$ cat src/rtl/riscv_pkg.sv
// Shared RV32I encodings used by the pipeline control blocks: opcodes, branch
// funct3 values and the PC-mux select encoding.
package riscv_pkg;

    localparam logic [6:0] OP_LOAD   = 7'b0000011;
    localparam logic [6:0] OP_OPIMM  = 7'b0010011;
    localparam logic [6:0] OP_AUIPC  = 7'b0010111;
    localparam logic [6:0] OP_STORE  = 7'b0100011;
    localparam logic [6:0] OP_OP     = 7'b0110011;
    localparam logic [6:0] OP_LUI    = 7'b0110111;
    localparam logic [6:0] OP_BRANCH = 7'b1100011;
    localparam logic [6:0] OP_JALR   = 7'b1100111;
    localparam logic [6:0] OP_JAL    = 7'b1101111;

    localparam logic [2:0] F3_BEQ = 3'b000;
    localparam logic [2:0] F3_BNE = 3'b001;
    localparam logic [2:0] F3_BLT = 3'b100;
    localparam logic [2:0] F3_BGE = 3'b101;

    localparam logic [1:0] PCSEL_NONE = 2'b00;
    localparam logic [1:0] PCSEL_TGT  = 2'b01;
    localparam logic [1:0] PCSEL_SEQ  = 2'b10;
    localparam logic [1:0] PCSEL_ALU  = 2'b11;

    typedef struct packed {
        logic is_cond;
        logic taken;
    } cond_eval_t;

    // Non-branch funct3 encodings report is_cond = 0 so they neither redirect nor train.
    function automatic cond_eval_t cond_eval(input logic [2:0] funct3,
                                             input logic breq, input logic brlt);
        cond_eval_t r;
        r = '0;
        case (funct3)
            F3_BEQ: r = '{is_cond: 1'b1, taken: breq};
            F3_BNE: r = '{is_cond: 1'b1, taken: !breq};
            F3_BLT: r = '{is_cond: 1'b1, taken: brlt};
            F3_BGE: r = '{is_cond: 1'b1, taken: !brlt};
            default: r = '0;
        endcase
        return r;
    endfunction

endpackage

$ cat src/rtl/bht_table.sv
// Branch history table: saturating counters with one combinational read port
// and one saturating update port; synchronous reset to weakly not-taken.
module bht_table #(
    parameter int ENTRIES  = 64,
    parameter int CTR_BITS = 2
) (
    input  logic                        clk,
    input  logic                        rst,
    input  logic [$clog2(ENTRIES)-1:0]  rd_idx,
    output logic [CTR_BITS-1:0]         rd_ctr,
    input  logic                        upd_en,
    input  logic [$clog2(ENTRIES)-1:0]  upd_idx,
    input  logic                        upd_taken
);

    localparam logic [CTR_BITS-1:0] CTR_INIT = CTR_BITS'((1 << (CTR_BITS - 1)) - 1);
    localparam logic [CTR_BITS-1:0] CTR_MAX  = '1;
    localparam logic [CTR_BITS-1:0] CTR_ONE  = CTR_BITS'(1);

    logic [CTR_BITS-1:0] ctr [ENTRIES];

    // Read sees the pre-update value when the same entry is written this cycle.
    assign rd_ctr = ctr[rd_idx];

    always_ff @(posedge clk) begin
        if (rst) begin
            for (int i = 0; i < ENTRIES; i++) begin
                ctr[i] <= CTR_INIT;
            end
        end else if (upd_en) begin
            if (upd_taken) begin
                if (ctr[upd_idx] != CTR_MAX) ctr[upd_idx] <= ctr[upd_idx] + CTR_ONE;
            end else begin
                if (ctr[upd_idx] != '0) ctr[upd_idx] <= ctr[upd_idx] - CTR_ONE;
            end
        end
    end

endmodule

$ cat src/rtl/branch_predict_ctrl.sv
// Branch prediction (IF) and resolution (EX) controller: BHT lookup, redirect
// decode, multi-cycle flush down-counter and branch/mispredict statistics.
module branch_predict_ctrl
    import riscv_pkg::*;
#(
    parameter int MODE         = 1,
    parameter int BHT_ENTRIES  = 64,
    parameter int CTR_BITS     = 2,
    parameter int FLUSH_CYCLES = 2,
    parameter int CNT_W        = 32
) (
    input  logic              clk,
    input  logic              rst,
    input  logic [31:0]       if_pc,
    input  logic              if_is_cbranch,
    output logic              if_pred_taken,
    input  logic              ex_valid,
    input  logic [6:0]        ex_opcode,
    input  logic [2:0]        ex_funct3,
    input  logic              ex_breq,
    input  logic              ex_brlt,
    input  logic [31:0]       ex_pc,
    input  logic              ex_pred_taken,
    output logic              redirect,
    output logic [1:0]        redirect_sel,
    output logic              flush,
    input  logic              stat_clr,
    output logic [CNT_W-1:0]  br_count,
    output logic [CNT_W-1:0]  mispred_count
);

    localparam int                IDX_W   = $clog2(BHT_ENTRIES);
    localparam int                FC_W    = $clog2(FLUSH_CYCLES + 1);
    localparam logic [FC_W-1:0]   FC_LOAD = FC_W'(FLUSH_CYCLES - 1);
    localparam logic [FC_W-1:0]   FC_ONE  = FC_W'(1);
    localparam logic [CNT_W-1:0]  CNT_ONE = CNT_W'(1);

    logic [FC_W-1:0]     flush_cnt;
    logic [CTR_BITS-1:0] if_ctr;
    logic                ex_live;
    logic                mispredict;
    logic                cond_upd;
    cond_eval_t          ce;

    logic unused_pc_bits;
    assign unused_pc_bits = ^{if_pc[31:IDX_W+2], if_pc[1:0], ex_pc[31:IDX_W+2], ex_pc[1:0]};

    bht_table #(
        .ENTRIES  (BHT_ENTRIES),
        .CTR_BITS (CTR_BITS)
    ) u_bht (
        .clk       (clk),
        .rst       (rst),
        .rd_idx    (if_pc[IDX_W+1:2]),
        .rd_ctr    (if_ctr),
        .upd_en    (cond_upd && (MODE != 0)),
        .upd_idx   (ex_pc[IDX_W+1:2]),
        .upd_taken (ce.taken)
    );

    assign if_pred_taken = (MODE != 0) && if_is_cbranch && if_ctr[CTR_BITS-1];

    // Instructions in the flush shadow are wrong-path and must not act.
    assign ex_live  = ex_valid && (flush_cnt == '0);
    assign ce       = (ex_opcode == OP_BRANCH) ? cond_eval(ex_funct3, ex_breq, ex_brlt) : '0;
    assign cond_upd = ex_live && ce.is_cond;

    always_comb begin
        redirect     = 1'b0;
        redirect_sel = PCSEL_NONE;
        mispredict   = 1'b0;
        if (ex_live) begin
            if (ce.is_cond) begin
                if (ce.taken != ex_pred_taken) begin
                    redirect     = 1'b1;
                    redirect_sel = ce.taken ? PCSEL_TGT : PCSEL_SEQ;
                    mispredict   = 1'b1;
                end
            end else if (ex_opcode == OP_JAL) begin
                redirect     = 1'b1;
                redirect_sel = PCSEL_TGT;
            end else if (ex_opcode == OP_JALR) begin
                redirect     = 1'b1;
                redirect_sel = PCSEL_ALU;
            end
        end
    end

    assign flush = redirect || (flush_cnt != '0);

    always_ff @(posedge clk) begin
        if (rst) begin
            flush_cnt <= '0;
        end else if (redirect) begin
            flush_cnt <= FC_LOAD;
        end else if (flush_cnt != '0) begin
            flush_cnt <= flush_cnt - FC_ONE;
        end
    end

    always_ff @(posedge clk) begin
        if (rst || stat_clr) begin
            br_count      <= '0;
            mispred_count <= '0;
        end else if (cond_upd) begin
            br_count <= br_count + CNT_ONE;
            if (mispredict) mispred_count <= mispred_count + CNT_ONE;
        end
    end

endmodule

$ cat config.mk
export PLATFORM = sky130hd
export DESIGN_NAME = branch_predict_ctrl
export DESIGN_NICKNAME = d
export VERILOG_FILES = /design/src/rtl/riscv_pkg.sv /design/src/rtl/bht_table.sv /design/src/rtl/branch_predict_ctrl.sv
export SDC_FILE = /design/constraint.sdc
export NUM_CORES = 1
export LEC_CHECK = 0
export CAP_MARGIN = 20
export CORE_UTILIZATION = 40
export DETAILED_ROUTE_END_ITERATION = 16
export DONT_BUFFER_PORTS = 1
export PLACE_DENSITY = 0.53
export REMOVE_ABC_BUFFERS = 1
export SLEW_MARGIN = 20
export SYNTH_ARGS = -nofsm -noshare
export SYNTH_HDL_FRONTEND = slang
export SYNTH_SLANG_ARGS = --single-unit
$ cat constraint.sdc
create_clock -name clk -period 4.25 [get_ports clk]
set_clock_uncertainty 0.15 [all_clocks]
set_input_delay 0.6375 -clock clk [delete_from_list [all_inputs] [get_ports clk]]
set_output_delay 0.6375 -clock clk [all_outputs]
set_load 0.05 [all_outputs]
==> results.toml <==
[setup_path]
end_kind = "primary output"
cp-start-kind = "register"
worstPathRequired_ns = 3.46
cp_cell_sequence = "mux4_2, mux4_2, mux4_2, and2_1"
worstSetupPathType = "register to primary output"
cp_slowest_cell = "mux4_2"
slowest_delay_ns = 0.54
timing.critical_path.arrival_ns = 2.73
path_common_cell = "mux4_2"
crit_fanout = 2

[yosys]
synth.mux.area_fraction = 0.0883
synth_seq_cells = 194
yosys.area_share.adder = 0.00555
syn_inst = 1156
synth_edf_count = 128
synth_compound_area_frac = 0.160
ys_top_cells_by_count = "nor2_1 (200), nand2_1 (190), edfxtp_1 (128)"
ys.flop_type = "edfxtp_1"
synth_top_family_by_area = "simple AND/OR/NAND/NOR gates"
yosysWarningCount = 0
yosys.area.top_type_share = 0.341
synth-xor-area-share = 0.0404
yosysMostFrequentCell = "nor2_1"
synth_seq_area_share = 0.458
avgSynthCellArea_um2 = 9.75
yosys.area_share.simple = 0.200
async_flop_share = 0
synth_top_cell_by_area = "edfxtp_1"
syn-cell-area_mm2 = 0.0113
synth_area_leaders = "edfxtp_1 (34%), dfxtp_1 (12%), nor2_1 (6.7%)"
synth_cell_type_count = 59

[status]
outcome = "finished, final reports clean"

[timing]
worstMarginPinSlew_ns = 0.876
setup_viol = 0
slew_headroom = 0.414
maxSlewViolCount = 0
grt_setup_unrepaired = "false"
max_freq_mhz = 284
fin_setup_tns_ns = 0
finalHoldViolations = 0
min_period_ns = 3.52
fin_crit_sh = 0.828
hold_ws_ns = 0.189

[grt]
grt_start_max_net_pins = 73
antenna_found_initial = 0
grt_pass1_vias = 8599
grt_pass1_wl_um = 53100
gr-usage-all-layers = 0.245
grt_overflow = 0

[power]
power_per_cell_area_mw_per_mm2 = 349
power.leakage_nw = 3.63
ir_drop_mv = 0.237

[final_layout]
final_util = 0.443
final_cell_area_mm2 = 0.0123
finalNetCount = 1215
num_antenna_cells = 0
final_cells = 1519
area.growth.synth_to_final_pct = 9.26
drive_gt1_frac = 0.162

[clock_tree]
tritoncts = "yes"
cts_buffers = 17
cts-root-buf = "clkbuf_16"
cts_htree_levels = 4
post_cts_buffers = 0
clk-insertion-delay-late_ns = 0.44
clkTransAtPathRegs_ns = 0.08
cts_hold_buffers = 0
clock_path_buffers = 2
cts.sinks = 194
ctsResizeCount = 0

[die]
die-height_um = 170
rows = 61
start_util = 0.406
die_area_mm2 = 0.0289
ios = 151
core-area_mm2 = 0.0278
die_x_um = 170

[placement]
hpwl_um = 22700
place_area_mm2 = 0.0117
place.gp.congestion = 0.826
port-buffer-count = 0
dp_cells = 1487

[worst_hold_path]
hp-class = "primary input to register"

[routing]
drt_iter0_markers = 1044
antenna_left = 0
vias_per_cell = 6.01
firstDrtPassIters = 6
route.vias.total = 9128
wl_per_cell_um = 22.7
wirelength_um = 34400
drc_errors = 0

[run]
drv_cap = 0
[placed cells by master, fill, tap and decap left out, types with 18 or more instances in the layout]
cell type,count
nor2_1,200
nand2_1,188
edfxtp_1,128
a221o_1,68
dfxtp_1,66
a21oi_2,60
buf_4,40
mux4_2,29
mux2i_1,26
xnor2_1,26
xor2_1,26
nand3_1,25
a21oi_1,24
nor3_1,21
o21ai_0,18
[worst max-delay path: cells and delay by family (launching register included)]
kind | cells | cell delay (ns)
AND/OR/NAND/NOR | 1 | 0.34
flip-flops | 1 | 0.43
multiplexers | 3 | 1.52
[sequential cells by signal, summed over array words and instances (netlist names)]
name and count:
mispred_count 32, br_count 32, u_bht.ctr 128, flush_cnt 2
[power breakdown]
group	total, W	internal, W	switching, W	leakage, nW
sequential	0.00205	0.00203	0.0000180	1.62
combinational	0.000591	0.000197	0.000394	1.72
clock	0.00167	0.000899	0.000769	0.284
total	0.00430	0.00312	0.00118	3.63
[layer usage]
layer	GRT usage	wire, um
met2	0.386	16200
met1	0.335	15000
met4	0.0932	1030
met5	0	0
met3	0.0442	2210
[logic make-up (layout without fill, tap and decap cells)]
group / Yosys count / in the layout
simple gates: 518 / 518
mux: 62 / 62
fa+ha+maj: 5 / 5
flops: 194 / 194
buf+inv: 109 / 94
compound gates: 216 / 216
xor+xnor: 52 / 52
[per-stage QoR]
| stage | power, W | worst slack [ns] |
|---|---|---|
| global route | 0.00444 | 0.514 |
| global placement | 0.00267 | 0.404 |
| detailed placement | 0.00267 | 0.365 |
| floorplan | 0.00243 | -2.72 |
| finish | 0.00430 | 0.729 |
| CTS | 0.00432 | 0.721 |
[layout make-up]
type	instances	area, um2
fill	2685	15500
multi-input combinational	853	5610
sequential	194	5160
tap	378	473
clock buffer	20	447
timing repair buffer	46	420
clock inverter	12	145
inverter	16	60.1
[path summary, 6_finish.rpt]
path | endpoint | slack (ns) | cells past startpoint | start
worst max-delay path | if_pred_taken | 0.73 | 4 | u_bht.ctr[51][1]
worst min-delay path | flush_cnt[0] | 0.19 | 1 | rst
worst max register to register | mispred_count[29] | 0.76 | 9 | flush_cnt[0]
worst min register to register | flush_cnt[1] | 0.37 | 2 | flush_cnt[1]
Power figures use the tool's default switching activity.
